**src/rtl/ws2812_if.sv**
```systemverilog
//==============================================================================
// Module   : ws2812_if
// Purpose  : Frame/colour handshake between the colour source and the WS2812
//            serializer. The master side is the upstream colour source.
// Revision : 1.0
//==============================================================================
`default_nettype none

interface ws2812_if #(
    parameter int IDX_W = 3
);
    logic             start;
    logic [7:0]       red_in;
    logic [7:0]       green_in;
    logic [7:0]       blue_in;
    logic             color_valid;
    logic             led_dout;
    logic             busy;
    logic             pixel_load;
    logic [IDX_W-1:0] pixel_index;
    logic             frame_done;

    modport master (
        output start, red_in, green_in, blue_in, color_valid,
        input  led_dout, busy, pixel_load, pixel_index, frame_done
    );

    modport slave (
        input  start, red_in, green_in, blue_in, color_valid,
        output led_dout, busy, pixel_load, pixel_index, frame_done
    );
endinterface

`default_nettype wire

```
**src/rtl/ws2812_serializer.sv**
```systemverilog
//==============================================================================
// Module   : ws2812_serializer
// Purpose  : Serialises NUM_LEDS GRB pixels as WS2812 NRZ pulses, then holds
//            the line low for the latch interval. Optional macro
//            WS2812_GAMMA_EN squares each channel ((c*c)>>8) before loading.
// Revision : 1.0
//==============================================================================
`default_nettype none

module ws2812_serializer #(
    parameter int NUM_LEDS  = 8,
    parameter int IDX_W     = 3,
    parameter int T0H_CYC   = 4,
    parameter int T1H_CYC   = 9,
    parameter int BIT_CYC   = 15,
    parameter int RESET_CYC = 3600
) (
    input  logic    clk,
    input  logic    rst_n,
    ws2812_if.slave bus
);

    localparam int PH_W  = $clog2(BIT_CYC);
    localparam int LAT_W = (RESET_CYC > 1) ? $clog2(RESET_CYC) : 1;

    localparam logic [PH_W-1:0]  c_ph_last  = PH_W'(BIT_CYC - 1);
    localparam logic [PH_W-1:0]  c_ph_one   = PH_W'(1);
    localparam logic [PH_W-1:0]  c_t0h      = PH_W'(T0H_CYC);
    localparam logic [PH_W-1:0]  c_t1h      = PH_W'(T1H_CYC);
    localparam logic [LAT_W-1:0] c_lat_last = LAT_W'(RESET_CYC - 1);
    localparam logic [LAT_W-1:0] c_lat_one  = LAT_W'(1);
    localparam logic [IDX_W-1:0] c_idx_last = IDX_W'(NUM_LEDS - 1);
    localparam logic [IDX_W-1:0] c_idx_one  = IDX_W'(1);
    localparam logic [4:0]       c_bit_last = 5'd23;

    typedef enum logic [1:0] {
        ST_IDLE  = 2'd0,
        ST_LOAD  = 2'd1,
        ST_SEND  = 2'd2,
        ST_LATCH = 2'd3
    } state_t;

    state_t           state_q, state_d;
    logic [PH_W-1:0]  phase_q, phase_d;
    logic [4:0]       bit_q, bit_d;
    logic [IDX_W-1:0] idx_q, idx_d;
    logic [LAT_W-1:0] lat_q, lat_d;
    logic [23:0]      shift_q, shift_d;
    logic             led_q, led_d;

    logic             w_load;
    logic             w_reload;
    logic             w_done;
    logic [23:0]      w_load_word;

    function automatic logic [7:0] gamma8(input logic [7:0] c);
`ifdef WS2812_GAMMA_EN
        logic [15:0] sq;
        sq = {8'h00, c} * {8'h00, c};
        return sq[15:8];
`else
        return c;
`endif
    endfunction

    always_comb begin
        state_d  = state_q;
        phase_d  = phase_q;
        bit_d    = bit_q;
        idx_d    = idx_q;
        lat_d    = lat_q;
        shift_d  = shift_q;
        w_load   = 1'b0;
        w_reload = 1'b0;
        w_done   = 1'b0;
        w_load_word = bus.color_valid ?
            {gamma8(bus.green_in), gamma8(bus.red_in), gamma8(bus.blue_in)} : 24'h000000;

        case (state_q)
            ST_IDLE: begin
                idx_d = '0;
                if (bus.start) begin
                    state_d = ST_LOAD;
                    phase_d = '0;
                    bit_d   = '0;
                end
            end
            ST_LOAD: begin
                w_load  = 1'b1;
                shift_d = w_load_word;
                phase_d = '0;
                bit_d   = '0;
                state_d = ST_SEND;
            end
            ST_SEND: begin
                if (phase_q == c_ph_last) begin
                    phase_d = '0;
                    if (bit_q == c_bit_last) begin
                        bit_d = '0;
                        if (idx_q == c_idx_last) begin
                            state_d = ST_LATCH;
                            lat_d   = '0;
                        end else begin
                            // Reload in the last cycle of bit 23 so the next pixel follows gap-free
                            w_reload = 1'b1;
                            idx_d    = idx_q + c_idx_one;
                            shift_d  = w_load_word;
                        end
                    end else begin
                        bit_d   = bit_q + 5'd1;
                        shift_d = {shift_q[22:0], 1'b0};
                    end
                end else begin
                    phase_d = phase_q + c_ph_one;
                end
            end
            ST_LATCH: begin
                if (lat_q == c_lat_last) begin
                    w_done  = 1'b1;
                    state_d = ST_IDLE;
                    lat_d   = '0;
                    idx_d   = '0;
                end else begin
                    lat_d = lat_q + c_lat_one;
                end
            end
            default: state_d = ST_IDLE;
        endcase

        // Registered output: computed from the next-cycle phase and bit value
        led_d = (state_d == ST_SEND) && (phase_d < (shift_d[23] ? c_t1h : c_t0h));
    end

    always_ff @(posedge clk or negedge rst_n) begin
        if (!rst_n) begin
            state_q <= ST_IDLE;
            phase_q <= '0;
            bit_q   <= '0;
            idx_q   <= '0;
            lat_q   <= '0;
            shift_q <= '0;
            led_q   <= 1'b0;
        end else begin
            state_q <= state_d;
            phase_q <= phase_d;
            bit_q   <= bit_d;
            idx_q   <= idx_d;
            lat_q   <= lat_d;
            shift_q <= shift_d;
            led_q   <= led_d;
        end
    end

    assign bus.led_dout    = led_q;
    assign bus.busy        = (state_q != ST_IDLE);
    assign bus.pixel_load  = w_load | w_reload;
    assign bus.pixel_index = w_reload ? (idx_q + c_idx_one) : idx_q;
    assign bus.frame_done  = w_done;

endmodule

`default_nettype wire

```
**src/flat_wrapper.sv**
```systemverilog
// flat-port wrapper written by rule: the top's interface ports become plain ports
module ws2812_serializer_flat 
#(
    parameter int NUM_LEDS  = 8,
    parameter int IDX_W     = 3,
    parameter int T0H_CYC   = 4,
    parameter int T1H_CYC   = 9,
    parameter int BIT_CYC   = 15,
    parameter int RESET_CYC = 3600
)
  (clk, rst_n, bus_start, bus_red_in, bus_green_in, bus_blue_in, bus_color_valid, bus_led_dout, bus_busy, bus_pixel_load, bus_pixel_index, bus_frame_done);
  ws2812_if #(.IDX_W(IDX_W)) bus_i ();
  input  logic clk;
  input  logic rst_n;
  input wire logic [$bits(bus_i.start)-1:0] bus_start;
  input wire logic [$bits(bus_i.red_in)-1:0] bus_red_in;
  input wire logic [$bits(bus_i.green_in)-1:0] bus_green_in;
  input wire logic [$bits(bus_i.blue_in)-1:0] bus_blue_in;
  input wire logic [$bits(bus_i.color_valid)-1:0] bus_color_valid;
  output wire logic [$bits(bus_i.led_dout)-1:0] bus_led_dout;
  output wire logic [$bits(bus_i.busy)-1:0] bus_busy;
  output wire logic [$bits(bus_i.pixel_load)-1:0] bus_pixel_load;
  output wire logic [$bits(bus_i.pixel_index)-1:0] bus_pixel_index;
  output wire logic [$bits(bus_i.frame_done)-1:0] bus_frame_done;
  assign bus_i.start = bus_start;
  assign bus_i.red_in = bus_red_in;
  assign bus_i.green_in = bus_green_in;
  assign bus_i.blue_in = bus_blue_in;
  assign bus_i.color_valid = bus_color_valid;
  assign bus_led_dout = bus_i.led_dout;
  assign bus_busy = bus_i.busy;
  assign bus_pixel_load = bus_i.pixel_load;
  assign bus_pixel_index = bus_i.pixel_index;
  assign bus_frame_done = bus_i.frame_done;
  ws2812_serializer #(.NUM_LEDS(NUM_LEDS), .IDX_W(IDX_W), .T0H_CYC(T0H_CYC), .T1H_CYC(T1H_CYC), .BIT_CYC(BIT_CYC), .RESET_CYC(RESET_CYC)) u_core (.clk(clk), .rst_n(rst_n), .bus(bus_i));
endmodule
```
**config.mk**
```make
export PLATFORM = sky130hd
export DESIGN_NAME = ws2812_serializer_flat
export DESIGN_NICKNAME = d
export VERILOG_FILES = /design/src/rtl/ws2812_if.sv /design/src/rtl/ws2812_serializer.sv /design/src/flat_wrapper.sv
export SDC_FILE = /design/constraint.sdc
export NUM_CORES = 1
export LEC_CHECK = 0
export CORE_AREA = 2 2 83 85
export DETAILED_ROUTE_END_ITERATION = 16
export DIE_AREA = 0 0 85 87
export GPL_TIMING_DRIVEN = 0
export RECOVER_POWER = 100
export SLEW_MARGIN = 20
export SYNTH_ARGS = -nofsm -noshare
export SYNTH_HDL_FRONTEND = slang
export SYNTH_SLANG_ARGS = --single-unit
```
**constraint.sdc**
```tcl
create_clock -name clk -period 4.8 [get_ports clk]
set_input_delay 0.96 -clock clk [delete_from_list [all_inputs] [get_ports clk]]
set_output_delay 0.96 -clock clk [all_outputs]
set_load 0.01 [all_outputs]
```
==> impl_metrics.env <==
export IMPL_synth_top_family_by_area="compound AO/OA/AOI/OAI gates"
export IMPL_grt_pass1_vias=2238
export IMPL_netlist_area_um2=2810
export IMPL_synth_compound_area_share_pct=26.1
export IMPL_grt_overflow=0
export IMPL_place_area_um2=3250
export IMPL_synthAdderAreaFrac_pct=5.34
export IMPL_reg2reg_from="u_core.lat_q[6]$_DFFE_PN0P_"
export IMPL_leakage_uw=0.00133
export IMPL_first_pass_iters=4
export IMPL_async_reset_ff_share_pct=100
export IMPL_drt_vias_per_instance=5.47
export IMPL_power_density_nw_per_um2=221
export IMPL_worstSetupStartpointType="register"
export IMPL_grt_max_degree=52
export IMPL_cp_end_kind="output pin"
export IMPL_start_util_pct=42.8
export IMPL_ioPinCount=35
export IMPL_finalCriticalPeriod_ns=3.88
export IMPL_peakVddDrop_v=0.000154
export IMPL_final_nets=378
export IMPL_reg2reg_to="u_core.lat_q[4]$_DFFE_PN0P_"
export IMPL_root_buffer="clkbuf_8"
export IMPL_die_y_um=87
export IMPL_cts_buffers=5
export IMPL_stdcell_count=419
export IMPL_switching_share_pct=23.6
export IMPL_finalInstanceArea_um2=3270
export IMPL_wl_um=6030
export IMPL_setup_viol=0
export IMPL_worst_r2r_path_depth=6
export IMPL_cts_tree="done"
export IMPL_fin_setup_tns_ns=0
export IMPL_grt_pass1_wl_um=10300
export IMPL_fin_crit_sh_pct=80.9
export IMPL_drv_slew=52
export IMPL_seqPwrFrac_pct=59.3
export IMPL_drcViolationCount=0
export IMPL_startpoint="u_core.state_q[0]$_DFF_PN0_"
export IMPL_die_area_um2=7400
export IMPL_synth_nets=337
export IMPL_crit_type="reg2out"
export IMPL_cts_resized=0
export IMPL_io_buffers=34
export IMPL_n_antenna_cell=0
export IMPL_holdWs_ns=0.509
export IMPL_p_int_uw=554
export IMPL_track_usage_pct=17.3
export IMPL_rsz0062_at_grt="false"
export IMPL_p_sw_uw=171
export IMPL_yosysSeqAreaShare_pct=45.4
export IMPL_drive_above_1_share_pct=5.90
export IMPL_syn2layout_area_growth_pct=16.5
export IMPL_worst_slew_pin_slew_ns=2.69
export IMPL_setup_reg_to_reg_worst_slack_ns=2.09
export IMPL_htreeDepth=2
export IMPL_hold_viol=0
export IMPL_yosys_warnings=0
export IMPL_synthMuxAreaShare_pct=1.82
export IMPL_drv_cap=1
export IMPL_status="complete, but fails checks"
export IMPL_clkSinkCount=51
export IMPL_gp_congestion=0.744
export IMPL_critPathMaxFanout=8
export IMPL_post_synth_cell_area_avg_um2=9.47
export IMPL_synth_xor_area_share_pct=0.312
export IMPL_synth_distinct_cells=56
export IMPL_num_vias=2291
export IMPL_dp_cells=411
export IMPL_die_x_um=85
export IMPL_hold_class="reg2reg"
export IMPL_violations="capacitance limit, slew limit"
export IMPL_p_comb_share_pct=4.2
export IMPL_ys_flop_type="dfrtp_1"
export IMPL_place_hpwl_um=4280
export IMPL_fp_row_count=30
export IMPL_ys_seq_elements=51
export IMPL_synthCells=297
export IMPL_slew_headroom_pct=-79.2
export IMPL_dr_first_iter_drc_count=148
export IMPL_synth_simple_area_share_pct=16.5
export IMPL_fmax_mhz=258
export IMPL_required_ns=3.84
export IMPL_endpoint="bus_pixel_index[2]"
export IMPL_clockBufferDepth=2
export IMPL_pwr_share_clk_pct=36.5
export IMPL_clk_latency_ns=0.32
export IMPL_core_area_um2=6570
export IMPL_clk_pin_slew_worst_paths_ns=0.10
export IMPL_cts_setup_buffers=0
export IMPL_wire_per_inst_um=14.4
export IMPL_final_antenna_net_count=0
export IMPL_cts_hold_buf=0
export IMPL_worstPathArrival_ns=2.92
export IMPL_total_power_uw=724
export IMPL_synth_edf_count=0
export IMPL_skew_ns=0.00741
export IMPL_antenna_found_initial=0
[cells by family (layout without fill, tap and decap cells)]
logic type      after synthesis  after routing
xor+xnor                      1              1
compound gates              109            109
mux                           5              5
flops                        51             51
fa+ha+maj                    12             12
simple gates                 92             92
buf+inv                      27             69
[synth_stat cells (all sizes together) (2+ instances only)]
cell type	count	area, um2
and4	2	17.5
dfrtp	51	1280
o31ai	4	30.0
inv	13	48.8
o21ai	30	154
a22o	3	26.3
nor2	37	149
a22oi	22	165
or2	3	18.8
nand2	27	101
o2bb2ai	2	17.5
a31oi	3	18.8
nand3	6	35.0
a21oi	27	139
and3	4	25.0
o21a	2	16.3
o22ai	2	18.8
a41oi	2	17.5
ha	12	150
nand4b	3	32.5
buf	7	52.5
clkbuf	7	26.3
o211ai	2	15.0
nand4	4	25.0
mux2i	4	40.0
[area by class of cell]
cell class / count / area (um2)
clock inverters: 3 / 23.8
well taps: 80 / 100
clock buffers: 5 / 68.8
repair buffers: 34 / 334
flip-flops and latches: 51 / 1280
inverters: 13 / 48.8
multi-input cells: 219 / 1350
fillers: 630 / 3290
plain buffers: 14 / 68.8
[critical path: stages (launching register included)]
cell           delay (ns)
dfrtp_1              0.47
inv_1                0.14
ha_1                 0.25
inv_2                0.12
nor4_1               0.79
nand2_1              0.10
o21ai_0              0.11
dlygate4sd3_1        0.63
[layer usage]
metal	track usage (%)	up-vias	share of wire, %
met1	22.7	1078	48
met4	6.78	0	1.5
met3	3.22	8	2.9
li1	-	1170	-
met2	28.5	35	47
met5	0	-	0
[stage by stage]
stage / utilization, % / setup WS, ns
floorplan: - / 2.32
global placement: 49.5 / 1.13
detailed placement: 49.5 / 1.71
CTS: 50.9 / 1.33
global route: 49.8 / 0.729
finish: 49.8 / 0.918
[state kept, by name, summed over array words and instances (netlist names)]
signal and cells:
u_core.phase_q 4, u_core.shift_q 24, u_core.bit_q 5, u_core.bus.led_dout 1, u_core.idx_q 3, u_core.lat_q 12, u_core.state_q 2
[how the worst min path moves through the flow]
stage / startpoint / endpoint / cells after the start
final: u_core.lat_q[11]$_DFFE_PN0P_ / u_core.lat_q[11]$_DFFE_PN0P_ / 1
after detailed placement: u_core.lat_q[11]$_DFFE_PN0P_ / u_core.lat_q[11]$_DFFE_PN0P_ / 1
after global placement: u_core.lat_q[11]$_DFFE_PN0P_ / u_core.lat_q[11]$_DFFE_PN0P_ / 1
after global routing: u_core.lat_q[0]$_DFFE_PN0P_ / u_core.lat_q[0]$_DFFE_PN0P_ / 1
after CTS: u_core.lat_q[11]$_DFFE_PN0P_ / u_core.lat_q[11]$_DFFE_PN0P_ / 1
after floorplan: u_core.lat_q[11]$_DFFE_PN0P_ / u_core.lat_q[11]$_DFFE_PN0P_ / 1
[power by group through the flow]
stage	combinational (uW)	sequential [uW]	clock [uW]
final	30.3	429	264
after global routing	33.6	429	289
after CTS	32.1	429	276
after detailed placement	32.0	438	0
after global placement	32.4	438	0
after floorplan	0.640	438	0
[cell usage in the layout (no fill, tap or decap), drive strengths merged, types with 2 or more instances in the layout]
| cell | netlist | layout |
|---|---|---|
| dfrtp | 51 | 51 |
| nor2 | 37 | 37 |
| o21ai | 30 | 30 |
| nand2 | 27 | 27 |
| a21oi | 27 | 27 |
| clkdlybuf4s50 | 0 | 26 |
| a22oi | 22 | 22 |
| clkbuf | 7 | 16 |
| inv | 13 | 14 |
| ha | 12 | 12 |
| dlygate4sd3 | 0 | 7 |
| nand3 | 6 | 6 |
| and3 | 4 | 4 |
| mux2i | 4 | 4 |
| nand4 | 4 | 4 |
| o31ai | 4 | 4 |
| buf | 7 | 4 |
| a31oi | 3 | 3 |
| a22o | 3 | 3 |
| nand4b | 3 | 3 |
| or2 | 3 | 3 |
| o2bb2ai | 2 | 2 |
| o211ai | 2 | 2 |
| a41oi | 2 | 2 |
| and4 | 2 | 2 |
| o22ai | 2 | 2 |
| o21a | 2 | 2 |
No activity file was read; power rests on OpenSTA's default activity.
